===== config.mk =====
export PLATFORM = sky130hd
export DESIGN_NAME = sensor_ultrassonico
export DESIGN_NICKNAME = d
export VERILOG_FILES = /design/src/rtl/sensor_pkg.sv /design/src/rtl/sincronizador.sv /design/src/rtl/sensor_ultrassonico.sv
export SDC_FILE = /design/constraint.sdc
export NUM_CORES = 1
export LEC_CHECK = 0
export CORE_MARGIN = 1
export CORE_UTILIZATION = 30
export DETAILED_ROUTE_END_ITERATION = 7
export PLACE_DENSITY = 0.49
export SYNTH_ARGS = -nofsm -noshare
export SYNTH_HDL_FRONTEND = slang
export SYNTH_SLANG_ARGS = --single-unit

===== constraint.sdc =====
create_clock -name clk -period 5.7 [get_ports clk]
set_input_delay 1.14 -clock clk [delete_from_list [all_inputs] [get_ports clk]]
set_output_delay 1.14 -clock clk [all_outputs]
set_load 0.1 [all_outputs]

===== src/rtl/sensor_pkg.sv =====
// sensor_pkg: shared FSM encoding and clock-count derivation for the ultrasonic sensor blocks
package sensor_pkg;

    typedef enum logic [2:0] {
        ESPERA,
        DISPARO,
        AGUARDA_ECO,
        MEDE,
        ECO_PRESO
    } estado_t;

    // Round-trip echo time per centimetre of distance
    localparam int US_POR_CM = 58;

    function automatic int clks_us(input int freq_hz, input int us);
        return freq_hz / 1_000_000 * us;
    endfunction

    function automatic int clks_ms(input int freq_hz, input int ms);
        return freq_hz / 1000 * ms;
    endfunction

    // Counter width able to hold values 0..n-1, never narrower than one bit
    function automatic int bits(input int n);
        return n < 2 ? 1 : $clog2(n);
    endfunction

endpackage


===== src/rtl/sincronizador.sv =====
// sincronizador: two-flop synchronizer bringing an asynchronous level into the clk domain
module sincronizador (
    input  logic clk,
    input  logic rst_n,
    input  logic d,
    output logic q
);

    logic meta;

    // Shift the input through two flops to settle metastability
    always_ff @(posedge clk or negedge rst_n) begin
        if (!rst_n) {q, meta} <= 2'b00;
        else        {q, meta} <= {meta, d};
    end

endmodule


===== src/rtl/sensor_ultrassonico.sv =====
// sensor_ultrassonico: periodic trigger generation and echo-width to centimetre measurement
module sensor_ultrassonico
    import sensor_pkg::*;
#(
    parameter int CLK_FREQ_HZ = 50_000_000,
    parameter int TRIG_US     = 10,
    parameter int PERIODO_MS  = 60,
    parameter int TIMEOUT_MS  = 38
) (
    input  logic       clk,
    input  logic       rst_n,
    input  logic       echo,
    output logic       trigger,
    output logic [7:0] distancia_cm,
    output logic       valido,
    output logic       erro
);

    localparam int CLKS_TRIG    = clks_us(CLK_FREQ_HZ, TRIG_US);
    localparam int CLKS_CM      = clks_us(CLK_FREQ_HZ, US_POR_CM);
    localparam int CLKS_PERIODO = clks_ms(CLK_FREQ_HZ, PERIODO_MS);
    localparam int CLKS_TIMEOUT = clks_ms(CLK_FREQ_HZ, TIMEOUT_MS);
    localparam int PW = bits(CLKS_PERIODO);
    localparam int CW = bits(CLKS_TIMEOUT > CLKS_TRIG ? CLKS_TIMEOUT : CLKS_TRIG);
    localparam int SW = bits(CLKS_CM);
    localparam logic [PW-1:0] PER_FIM  = PW'(CLKS_PERIODO - 1);
    localparam logic [CW-1:0] TRIG_FIM = CW'(CLKS_TRIG - 1);
    localparam logic [CW-1:0] TO_FIM   = CW'(CLKS_TIMEOUT - 1);
    localparam logic [SW-1:0] CM_FIM   = SW'(CLKS_CM - 1);

    logic          echo_s;
    logic [PW-1:0] per_cnt;
    logic [CW-1:0] cnt;
    logic [SW-1:0] sub;
    logic [7:0]    cm;
    estado_t       estado;
    logic          per_wrap;
    logic          sub_fim;
    logic [SW-1:0] sub_prox;
    logic [7:0]    cm_prox;

    assign per_wrap = per_cnt == PER_FIM;
    assign sub_fim  = sub == CM_FIM;
    assign sub_prox = sub_fim ? '0 : sub + 1'b1;
    assign cm_prox  = (sub_fim && cm != 8'hFF) ? cm + 8'd1 : cm;

    sincronizador u_sinc (
        .clk  (clk),
        .rst_n(rst_n),
        .d    (echo),
        .q    (echo_s)
    );

    // Free-running period counter; its wrap is the only trigger opportunity
    always_ff @(posedge clk or negedge rst_n) begin
        if (!rst_n) per_cnt <= '0;
        else        per_cnt <= per_wrap ? '0 : per_cnt + 1'b1;
    end

    // Measurement FSM: cnt times the trigger, the echo wait and the echo width;
    // sub/cm convert echo-high cycles into whole centimetres (truncating)
    always_ff @(posedge clk or negedge rst_n) begin
        if (!rst_n) begin
            estado       <= ESPERA;
            cnt          <= '0;
            sub          <= '0;
            cm           <= '0;
            trigger      <= 1'b0;
            distancia_cm <= '0;
            valido       <= 1'b0;
            erro         <= 1'b0;
        end else begin
            valido <= 1'b0;
            case (estado)
                ESPERA: begin
                    if (per_wrap) begin
                        estado  <= DISPARO;
                        trigger <= 1'b1;
                        cnt     <= '0;
                    end
                end
                DISPARO: begin
                    if (cnt == TRIG_FIM) begin
                        estado  <= AGUARDA_ECO;
                        trigger <= 1'b0;
                        cnt     <= '0;
                        sub     <= '0;
                        cm      <= '0;
                    end else begin
                        cnt <= cnt + 1'b1;
                    end
                end
                AGUARDA_ECO: begin
                    if (echo_s) begin
                        estado <= MEDE;
                        cnt    <= CW'(1);
                        sub    <= sub_prox;
                        cm     <= cm_prox;
                    end else if (cnt == TO_FIM) begin
                        estado <= ESPERA;
                        erro   <= 1'b1;
                    end else begin
                        cnt <= cnt + 1'b1;
                    end
                end
                MEDE: begin
                    if (!echo_s) begin
                        estado       <= ESPERA;
                        distancia_cm <= cm;
                        valido       <= 1'b1;
                        erro         <= 1'b0;
                    end else if (cnt == TO_FIM) begin
                        estado <= ECO_PRESO;
                        erro   <= 1'b1;
                    end else begin
                        cnt <= cnt + 1'b1;
                        sub <= sub_prox;
                        cm  <= cm_prox;
                    end
                end
                ECO_PRESO: begin
                    if (!echo_s) estado <= ESPERA;
                end
                default: estado <= ESPERA;
            endcase
        end
    end

endmodule


After elaboration in Yosys (flattened, before gate mapping)
Index checks and enable logic that the tools add are counted.

Add/sub/neg operators: 4. Equality and inequality tests: 18. Mux-type cells: 36. Bitwise operators: 1. Reduce and logical (&&, ||, !) cells: 12.

Operator list (count): 2-to-1 mux 21 bit (5); case mux 21 bit (4 select lines) (1); 2-to-1 mux 12 bit (5); 2-to-1 mux 8 bit (5); case mux 12 bit (3 select lines) (1); case mux 8 bit (3 select lines) (1); adder 22 x 1 -> 22 bit, second input constant (1); == test 22 bit, second input constant (1); 2-to-1 mux 22 bit (1); adder 21 x 1 -> 21 bit, second input constant (1); == test 21 bit, second input constant (1); == test 21 x 9 -> 1 bit, second input constant (1); 2-to-1 mux 3 bit (7); case mux 3 bit (5 select lines) (1); adder 12 x 1 -> 12 bit, second input constant (1); == test 12 bit, second input constant (1); inequality test 2 bit, second input constant (5); AND reduction 5 bit (2); adder 8 x 1 -> 8 bit, second input constant (1); inequality test 8 bit, second input constant (1); 2-to-1 mux 1 bit (7); == test 3 x 2 -> 1 bit, second input constant (2); AND reduction 3 bit (2); inequality test 2 x 1 -> 1 bit, second input constant (2); 12 further kinds (15).

Flip-flop bits (word level): 79. Input bits: 3. Output and inout bits: 11. Word-level logic and storage cells: 82.

Logic depth before layout (Yosys ltp)
Gate-level depths: netlist of run 1.

Word-level depth: 6. Depth in mapped cells: 10. Gate-level depth less buffers: 7.

By module
From an unflattened synthesis of run 1, not the netlist that was laid out.

Cell total of the unflattened synthesis: 446. Area, all modules: 4150.2 um2.

Modules (own cells, without submodules): sensor_ultrassonico (instances 1, cells an instance 444, area an instance 4100.2 um2, seq. area each 1926.8 um2); sincronizador (instances 1, cells an instance 2, area an instance 50.0 um2, seq. area each 50.0 um2).

Least setup slack after synthesis of run 1
OpenSTA, ideal clock, no wires.

Path type: reg-to-reg. From: register cnt[0]. To: register cm[7]. Arrival: 2192 ps. Setup slack: 3387 ps. Stages on the path, launching flop included: 10. Clock period less this slack: 2313 ps. Cells stage by stage: dfrtp_1 ha_1 and4_1 clkbuf_1 and4_1 clkbuf_1 a41o_1 a221o_1 nand2b_1 a22o_1.

Longest elaborated chain between the ends: 3. Elaborated cells between the ends (all ways): 5. Classes of those cells: 4 x eq/ne; 1 x reduce/logical.

Ends and longest elaborated chain: start, declared (RTL line sensor_ultrassonico.sv:33) `logic [CW-1:0] cnt;`; start signal, assigned (RTL line sensor_ultrassonico.sv:90) `cnt <= cnt + 1'b1;`; start signal, assigned (RTL line sensor_ultrassonico.sv:103) `cnt <= cnt + 1'b1;`; start signal, assigned (RTL line sensor_ultrassonico.sv:116) `cnt <= cnt + 1'b1;`; == test 21 bit or == test 21 x 9 -> 1 bit (tied branches) (RTL line sensor_ultrassonico.sv:112, sensor_ultrassonico.sv:83); inequality test 2 bit (no source line); AND reduction 5 bit (no source line) (*); end signal, assigned (RTL line sensor_ultrassonico.sv:98) `cm <= cm_prox;`; end signal, assigned (RTL line sensor_ultrassonico.sv:118) `cm <= cm_prox;`; end, declared (RTL line sensor_ultrassonico.sv:35) `logic [7:0] cm;`.

Every way passes the cells marked *; elsewhere a longest branch is shown, timed or not. A chain may end at the register's enable or synchronous reset.

Final worst setup path of run 1
From: register trigger. To: output trigger.

RTL lines: start, declared (RTL line sensor_ultrassonico.sv:13) `output logic trigger,`; start signal, assigned (RTL line sensor_ultrassonico.sv:68) `trigger <= 1'b0;`; start signal, assigned (RTL line sensor_ultrassonico.sv:78) `trigger <= 1'b1;`; start signal, assigned (RTL line sensor_ultrassonico.sv:85) `trigger <= 1'b0;`.

No word-level cell between the ends.

==> flow_metrics.tcl, run 1 <==
set metrics [dict create \
    status "finished, final reports clean" \
    netlist_area_mm2 0.004144 \
    routabilityCongestion 0.8243 \
    wl_per_cell_um 15.68 \
    wl_mm 9.925 \
    die_w_um 119.5 \
    path_max_fanout 3 \
    relSlewSlack_pct 31.83 \
    post_cts_resized 0 \
    cts_made_buffers 9 \
    muxShareOfSynthArea_pct 2.174 \
    leakage_nw 1.965 \
    hold_buffers 0 \
    arrival_ns 1.84 \
    insertion_delay_ns 0.34 \
    top_layer_used "met4" \
    cp-startpoint "trigger" \
    crit_path_start_kind "flip-flop" \
    cts_root_buffer "clkbuf_16" \
    finalSetupTns_ns 0 \
    slew_violations 0 \
    clock-sinks 79 \
    wirelength_met1_mm 4.862 \
    crit_slowest_cell "clkdlybuf4s50_1" \
    core-area_mm2 0.01335 \
    criticalPathCategory "reg2out" \
    h-tree-depth 3 \
    gr-total-overflow 0 \
    grt_antenna_before_repair 0 \
    drcViolationCount 0 \
    setup_viol_count_final 0 \
    rsz0062_at_grt "false" \
    synth_simple_gate_area_share_pct 23.91 \
    ir_worst_vdd_uv 155.5 \
    slowest_delay_ns 1.14 \
    synth_cell_types 55 \
    path_cells "clkdlybuf4s50_1" \
    r2r_slack_ns 3.09 \
    min_from "u_sinc.meta" \
    synth_compound_area_share_pct 17.69 \
    clkTransAtPathRegs_ns 0.06 \
    cts.path.max_buffers 2 \
    synth-adder-area-share_pct 1.449 \
    hold_path.class "reg2reg" \
    period_minus_slack_ns 2.983 \
    synth_seq_area_share_pct 47.71 \
    final_nets 459 \
    wl_met2_mm 4.520 \
    synth-edff-count 0 \
    p_total_mw 1.165 \
    worst_pin_slew_ns 1.023 \
    drive_gt1_share_pct 7.659 \
    ant_nets 0 \
    cts_tree "built" \
    num_rows 42 \
    p_per_area_mw_per_mm2 245.7 \
    first_global_vias 3404 \
    crit_path_end_kind "output pin" \
    area_growth_pct 14.40 \
    synthXorXnorAreaFrac_pct 4.016 \
    dr.pass1.iters 4 \
    dieArea_mm2 0.01429 \
    diodes 0 \
    synthArstFlopShare_pct 100.0 \
    syn_avg_cell_area_um2 9.333 \
    rr_startpoint "estado[1]" \
    max_freq_mhz 335.2 \
    final_hold_viol_count 0 \
    vias_per_cell 5.455 \
    netlist_instances 444 \
    die_h_um 119.5 \
    crit_family "buffers and inverters" \
    post_cts_buffers 0 \
    io_pins 14 \
    grt_usage_pct 15.32 \
    synth.net_count 451 \
    fin_skew_ns 0.01000 \
    yosysWarnings 0 \
    wl_met3_um 409 \
    numPortBuffers 13 \
    dp_hpwl_mm 6.591 \
    synth_seq_cells 79 \
    synth_top_family_by_area "simple AND/OR/NAND/NOR gates" \
    path_buf_inv 1 \
    grt_pass1_wl_mm 17.32 \
    ys.flop_type "dfrtp_1" \
    grt_max_degree 80 \
    maxCapViolCount 0 \
    period_share_pct 52.34 \
    cp.required_ns 4.56 \
    num_vias 3453 \
    start_util_pct 31.05 \
    first_iter_violations 206 \
]
synth_stat cells (2+ instances only):
master,number,area (µm²)
nand4_1,15,93.84
xor2_1,11,96.34
nor4_1,8,50.05
and2_1,6,37.54
a21oi_1,20,100.1
or2_2,2,12.51
nand2_1,39,146.4
dfrtp_1,79,1977
and4_1,4,35.03
clkbuf_1,17,63.81
ha_1,4,50.05
a31oi_1,13,81.33
nand3_1,29,145.1
or3_1,2,12.51
a22o_1,5,43.79
o21ai_0,36,180.2
o21a_1,2,15.01
buf_2,2,10.01
xnor2_1,8,70.07
o31ai_1,12,90.09
nor4bb_1,2,20.02
nor2b_1,5,31.28
or4_1,2,15.01
a21boi_0,3,22.52
mux2_2,8,90.09
a2bb2oi_1,3,26.28
a41oi_1,6,52.55
nand2b_1,5,31.28
o41ai_1,2,17.52
and3_1,13,81.33
nor3_1,5,25.02
nor2_1,41,153.9
inv_1,12,45.04
nand4b_1,2,17.52
placed cells by master, fill, tap and decap left out, types with 11 or more instances in the layout:
master           count
nor2_1              41
nand2_1             39
a31oi_1             13
o31ai_1             12
and3_1              13
xor2_1              11
dfrtp_1             79
o21ai_0             36
inv_1               12
nand3_1             29
a21oi_1             20
nand4_1             15
clkdlybuf4s50_1     12
final timing paths:
path	end	cells after the start
max in group asynchronous	estado[1]	1
setup reg to reg	cnt[12]	5
setup / recovery	trigger	1
hold / removal	u_sinc.q	0
min in group asynchronous	per_cnt[12]	1
hold reg to reg	u_sinc.q	0
power breakdown:
part	total (mW)	switching, mW	leakage (nW)	internal, mW
registers	0.562	0.000567	1.09	0.561
clock network	0.591	0.237	0.139	0.353
logic	0.0122	0.0111	0.741	0.00118
total	1.16	0.249	1.97	0.916
state kept, by name, summed over array words and instances (netlist names):
register and flops:
cm 8, cnt 21, distancia_cm 8, erro 1
estado 3, per_cnt 22, sub 12, trigger 1
u_sinc.meta 1, u_sinc.q 1, valido 1
cells by family after synthesis:
logic type	after synthesis
and+or+nand+nor	187
AOI/OAI and AO/OA	114
DFF	79
buffers and inverters	32
xor gates and xnor gates	19
muxes	8
adders and majority gates	5
per-layer routing:
| layer | vias up | GRT usage [%] |
|---|---|---|
| met5 | - | 0 |
| met4 | 0 | 5.547 |
| met3 | 14 | 4.135 |
| met2 | 74 | 22.58 |
| met1 | 1705 | 21.43 |
| li1 | 1660 | - |
stage by stage:
step	worst slack (ns)	util, %	instances	cell area (µm²)	hold slack, ns
6_report	2.717	35.52	633	4741	0.3470
5_1_grt	2.667	35.52	633	4741	0.3565
4_1_cts	2.691	35.52	633	4741	0.3556
3_5_place_dp	3.076	33.27	617	4441	0.3387
3_3_place_gp	3.078	33.27	617	4441	0.3342
2_1_floorplan	3.387	-	444	4144	0.3312
layout make-up:
type                            count  area [µm²]
Clock buffer                       12       246.5
Clock inverter                      4       53.80
Fill cell                        1393        8607
Inverter                           12       45.04
Multi-Input combinational cell    333        2041
Sequential cell                    79        1977
Tap cell                          176       220.2
Timing Repair Buffer               17       157.7
Note: power is estimated with default switching activity, not from simulation.
==> run 2: changes to the inputs <==
==> constraint.sdc (replaced) <==
create_clock -name clk -period 2.9 [get_ports clk]
set_input_delay 0.58 -clock clk [delete_from_list [all_inputs] [get_ports clk]]
set_output_delay 0.58 -clock clk [all_outputs]
set_load 0.1 [all_outputs]
==> run 2 against run 1 <==
  * Sequential cell count unchanged
  * Wire length down 1.6%
  * Critical path depth is 6 higher
  * Critical path type is now reg2reg
  * Highest routed layer unchanged
==> flow_metrics.tcl, run 2 (synthesis gave the netlist of run 1 again) <==
set metrics [dict create \
    status "finished, final reports clean" \
    vias_per_cell 5.325 \
    path_buf_inv 0 \
    final_cell_mix "79 x dfrtp_1, 41 x nor2_1, 39 x nand2_1, 36 x o21ai_0, 29 x nand3_1" \
    dr.pass1.iters 4 \
    regMostFlops "per_cnt" \
    die_w_um 119.5 \
    crit_family "simple AND/OR/NAND/NOR gates" \
    dp_hpwl_mm 6.741 \
    cp.required_ns 3.13 \
    num_vias 3424 \
    leakage_nw 2.074 \
    grt_usage_pct 14.84 \
    cts_tree "built" \
    drive_gt1_share_pct 12.42 \
    drcViolationCount 0 \
    cts_made_buffers 9 \
    final_nets 469 \
    period_minus_slack_ns 2.564 \
    rsz0062_at_grt "false" \
    criticalPathCategory "reg2reg" \
    insertion_delay_ns 0.34 \
    maxCapViolCount 0 \
    largest_reg_flops 22 \
    place_ws_ns 0.4135 \
    p_int_mw 1.970 \
    clkTransAtPathRegs_ns 0.06 \
    final_hold_viol_count 0 \
    reg_top3 "per_cnt x22, cnt x21, sub x12" \
    routabilityCongestion 0.8140 \
    die_h_um 119.5 \
    p_per_area_mw_per_mm2 505.6 \
    setup_ws_ns 0.3359 \
    hold_path.class "in2async" \
    setup_viol_count_final 0 \
    p_seq_share_pct 45.1 \
    grt_antenna_before_repair 0 \
    post_cts_resized 0 \
    relSlewSlack_pct 42.61 \
    first_iter_violations 202 \
    p_sw_uw 480.7 \
    area_growth_pct 16.97 \
    core-area_mm2 0.01335 \
    crit_path_end_kind "flip-flop" \
    slew_violations 0 \
    dieArea_mm2 0.01429 \
    wl_mm 9.767 \
    cp_common_cell "and4_1" \
    fin_skew_ns 0.008749 \
    final_common_cell "dfrtp_1" \
    slowest_delay_ns 0.43 \
    clock-sinks 79 \
    max_freq_mhz 390.0 \
    hold_buffers 0 \
    grt_pass1_wl_mm 16.85 \
    h-tree-depth 3 \
    gr-total-overflow 0 \
    io_pins 14 \
    num_rows 42 \
    period_share_pct 88.42 \
    numPortBuffers 13 \
    p_comb_share_pct 1.1 \
    worst_pin_slew_ns 0.8575 \
    diodes 0 \
    start_util_pct 31.05 \
    pwr-share-clk_pct 53.8 \
    grt_max_degree 43 \
    finalSetupTns_ns 0 \
    crit_path_start_kind "flip-flop" \
    path_max_fanout 9 \
    ir_worst_vdd_uv 334.8 \
    wl_per_cell_um 15.19 \
    arrival_ns 2.79 \
    swShare_pct 19.62 \
    path_cells "ha_1 -> and4_1 -> and4_1 -> nand3_1 -> nand2b_1 -> a41oi_1 -> nor2_1" \
    first_global_vias 3384 \
    post_cts_buffers 0 \
    crit_slowest_cell "dfrtp_1" \
    cts_root_buffer "clkbuf_16" \
    ant_nets 0 \
    cts.path.max_buffers 2 \
]
[run 2: cell types whose count changed in the layout (fill, tap and decap cells not counted), sizes merged, moves of 2 or more]
cell           previous run  this run
bufinv                    1         3
buf                       5        26
clkinv                    0         2
clkdlybuf4s50            12         1
clkbuf                   12        10
[run 2: power by group through the flow]
stage                     logic [mW]  clock network [mW]  registers (mW)
final                         0.0277                1.32            1.10
after global routing          0.0337                1.39            1.10
after CTS                     0.0305                1.35            1.10
after detailed placement      0.0303                   0            1.13
after global placement        0.0303                   0            1.12
after floorplan             0.000763                   0            1.13
[run 2: stage by stage]
step | std cells | instance area, µm² | power [mW] | util, % | hold WS (ns)
floorplan | 444 | 4144 | 1.126 | - | 0.2844
global placement | 627 | 4501 | 1.155 | 33.72 | 0.3351
detailed placement | 627 | 4501 | 1.155 | 33.72 | 0.3404
CTS | 643 | 4847 | 2.489 | 36.31 | 0.2334
global route | 643 | 4847 | 2.532 | 36.31 | 0.2554
finish | 643 | 4847 | 2.451 | 36.31 | 0.2134
[run 2: worst paths after layout]
path                                   from  endpoint  slack, ns  depth (start not counted)
max in group asynchronous             rst_n    cnt[6]       2.10                          2
worst min register to register  u_sinc.meta  u_sinc.q       0.35                          0
worst max-delay path                 cnt[0]    cnt[8]       0.34                          7
worst min-delay path                  rst_n    sub[7]       0.21                          1
worst max register to register       cnt[0]    cnt[8]       0.34                          7
min in group clk                u_sinc.meta  u_sinc.q       0.35                          0
[run 2: area by class of cell]
cell class / instances / area (µm²)
clock buffers: 10 / 239.0
clock inverters: 6 / 107.6
fillers: 1376 / 8501
inverters: 12 / 45.04
multi-input cells: 333 / 2041
flip-flops and latches: 79 / 1977
well taps: 176 / 220.2
repair buffers: 27 / 217.7
[run 2: routing by layer]
| layer | vias to the layer above | GRT usage (%) | share of wire [%] |
|---|---|---|---|
| met5 | - | 0 | 0 |
| met4 | 0 | 4.844 | 0.87 |
| met3 | 6 | 3.802 | 3.2 |
| met2 | 44 | 22.54 | 44 |
| met1 | 1698 | 20.52 | 51 |
| li1 | 1676 | - | - |
==> run 3: changes to the inputs <==
--- a/config.mk
+++ b/config.mk
@@ -6,9 +6,9 @@
 export NUM_CORES = 1
 export LEC_CHECK = 0
 export CORE_MARGIN = 1
-export CORE_UTILIZATION = 30
+export CORE_UTILIZATION = 25
 export DETAILED_ROUTE_END_ITERATION = 7
-export PLACE_DENSITY = 0.49
+export PLACE_DENSITY = 0.43
 export SYNTH_ARGS = -nofsm -noshare
 export SYNTH_HDL_FRONTEND = slang
 export SYNTH_SLANG_ARGS = --single-unit
==> run 3 against run 2 <==
  * Via count up 0.23%
  * Register-to-register slack lost 0.05 ns
  * Sequential power about the same
  * Power shrank 8.0%
  * Non-clock buffer count unchanged
  * Fmax down 2.0%
  * Sequential share of layout area increased by 0.074 points
  * Worst hold slack lost 0.018 ns
  * Wire length is 7.5% higher
  * Setup slack worse by 0.054 ns
  * Core utilization down 6.2 points
  * Sequential cell count did not move
  * Largest power group unchanged
  * Highest routed layer unchanged
==> flow_metrics.tcl, run 3 (synthesis gave the netlist of run 1 again) <==
set metrics [dict create \
    final_common_cell "dfrtp_1" \
    drcViolationCount 0 \
    fin_area_mm2 0.004838 \
    p_sw_uw 464.7 \
    grt_pass1_wl_mm 17.93 \
    hold_buffers 0 \
    ant_nets 0 \
    wl_per_cell_um 15.42 \
    crit_slowest_cell "dfrtp_1" \
    cp-startpoint "cnt[0]" \
    criticalPathCategory "reg2reg" \
    pwr-share-clk_pct 49.7 \
    gr-total-overflow 0 \
    die_h_um 130.7 \
    start_util_pct 25.81 \
    drive_gt1_share_pct 11.83 \
    cts_root_buffer "clkbuf_16" \
    reg2reg_to "cnt[18]" \
    crit_family "simple AND/OR/NAND/NOR gates" \
    fin_hold_ws_ns 0.1950 \
    path_max_fanout 9 \
    cp.required_ns 3.12 \
    reg_top3 "per_cnt x22, cnt x21, sub x12" \
    regMostFlops "per_cnt" \
    hold_path.class "in2async" \
    top_layer_used "met4" \
    setup_viol_count_final 0 \
    path_cells "ha_1 -> and4_1 -> and4_1 -> nand3_1 -> nand2b_1 -> a41oi_1 -> a21oi_1" \
    period_share_pct 90.26 \
    vias_per_cell 5.040 \
    core-area_mm2 0.01606 \
    maxCapViolCount 0 \
    place_ws_ns 0.3371 \
    arrival_ns 2.84 \
    final_nets 469 \
    p_comb_share_pct 1.2 \
    placed_area_mm2 0.004551 \
    num_vias 3432 \
    final_hold_viol_count 0 \
    rr_startpoint "cnt[0]" \
    cts.path.max_buffers 2 \
    dr.pass1.iters 4 \
    dieArea_mm2 0.01709 \
    relSlewSlack_pct 42.80 \
    grt_usage_pct 13.62 \
    finalSetupTns_ns 0 \
    worst_pin_slew_ns 0.8548 \
    wl_met3_um 315 \
    cts_tree "built" \
    cp_common_cell "and4_1" \
    crit_path_end_kind "flip-flop" \
    num_rows 46 \
    io_pins 14 \
    path_depth 7 \
    crit_path_start_kind "flip-flop" \
    wirelength_met1_mm 5.309 \
    slew_violations 0 \
    status "finished, final reports clean" \
    p_int_mw 1.790 \
    p_seq_share_pct 49.0 \
    rr_worst_depth 7 \
    p_per_area_mw_per_mm2 465.9 \
    cts_made_buffers 9 \
    path_buf_inv 0 \
    grt_max_degree 46 \
    insertion_delay_ns 0.34 \
    diodes 0 \
    grt_antenna_before_repair 0 \
    first_iter_violations 198 \
    leakage_nw 2.038 \
    dp_cells 667 \
    swShare_pct 20.61 \
    final_cells 681 \
    area_growth_pct 16.76 \
    h-tree-depth 3 \
    final_cell_mix "79 x dfrtp_1, 41 x nor2_1, 39 x nand2_1, 36 x o21ai_0, 29 x nand3_1" \
    clock-sinks 79 \
    max_freq_mhz 382.0 \
    wl_mm 10.50 \
    largest_reg_flops 22 \
    rsz0062_at_grt "false" \
    slowest_delay_ns 0.44 \
    fin_skew_ns 0.01003 \
    post_cts_resized 0 \
    setup_ws_ns 0.2823 \
    post_cts_buffers 0 \
    r2r_slack_ns 0.28 \
    numPortBuffers 13 \
    clkTransAtPathRegs_ns 0.06 \
    routabilityCongestion 0.7747 \
    first_global_vias 3458 \
    die_w_um 130.7 \
    fillCellCount 1695 \
    wl_met2_mm 4.819 \
    period_minus_slack_ns 2.618 \
    ir_worst_vdd_uv 331.0 \
    cp-endpoint "cnt[18]" \
    dp_hpwl_mm 7.351 \
]
run 3: cell types whose count changed in the layout (fill, tap and decap cells not counted), sizes merged:
cell,before,now
clkinvlp,1,2
clkinv,2,0
clkbuf,10,11
bufinv,3,1
run 3: power by group through the flow:
stage	clock network [mW]	registers, mW	logic [mW]
after floorplan	0	1.13	0.000763
after global placement	0	1.13	0.0305
after detailed placement	0	1.13	0.0306
after CTS	1.17	1.10	0.0308
after global routing	1.21	1.10	0.0346
final	1.12	1.11	0.0280
run 3: area by class of cell:
| type | instances | area [µm²] | area share, % |
|---|---|---|---|
| multi-input cells | 333 | 2041 | 42.18 |
| flip-flops and latches | 79 | 1977 | 40.86 |
| well taps | 216 | 270.3 | 5.586 |
| clock buffers | 11 | 242.7 | 5.017 |
| repair buffers | 27 | 217.7 | 4.500 |
| clock inverters | 3 | 45.04 | 0.9310 |
| inverters | 12 | 45.04 | 0.9310 |
run 3: metrics by stage:
stage | utilization [%] | power (mW)
floorplan | - | 1.126
global placement | 28.34 | 1.156
detailed placement | 28.34 | 1.156
CTS | 30.13 | 2.301
global route | 30.13 | 2.350
finish | 30.13 | 2.254
run 3: routing by layer:
layer	vias up	global-route usage [%]
met5	-	0
met2	51	20.63
met1	1700	18.74
met3	4	3.990
li1	1677	-
met4	0	3.989
run 3: worst min path at each step:
stage | endpoint
after CTS | distancia_cm[4]
after global routing | cm[1]
final | cm[1]
after floorplan | cm[0]
after detailed placement | u_sinc.q
after global placement | u_sinc.q
run 3: worst register-to-register path, cell delays in order (launching register included):
cell	delay, ns
dfrtp_1	0.44
ha_1	0.29
and4_1	0.38
and4_1	0.36
nand3_1	0.23
nand2b_1	0.44
a41oi_1	0.30
a21oi_1	0.06
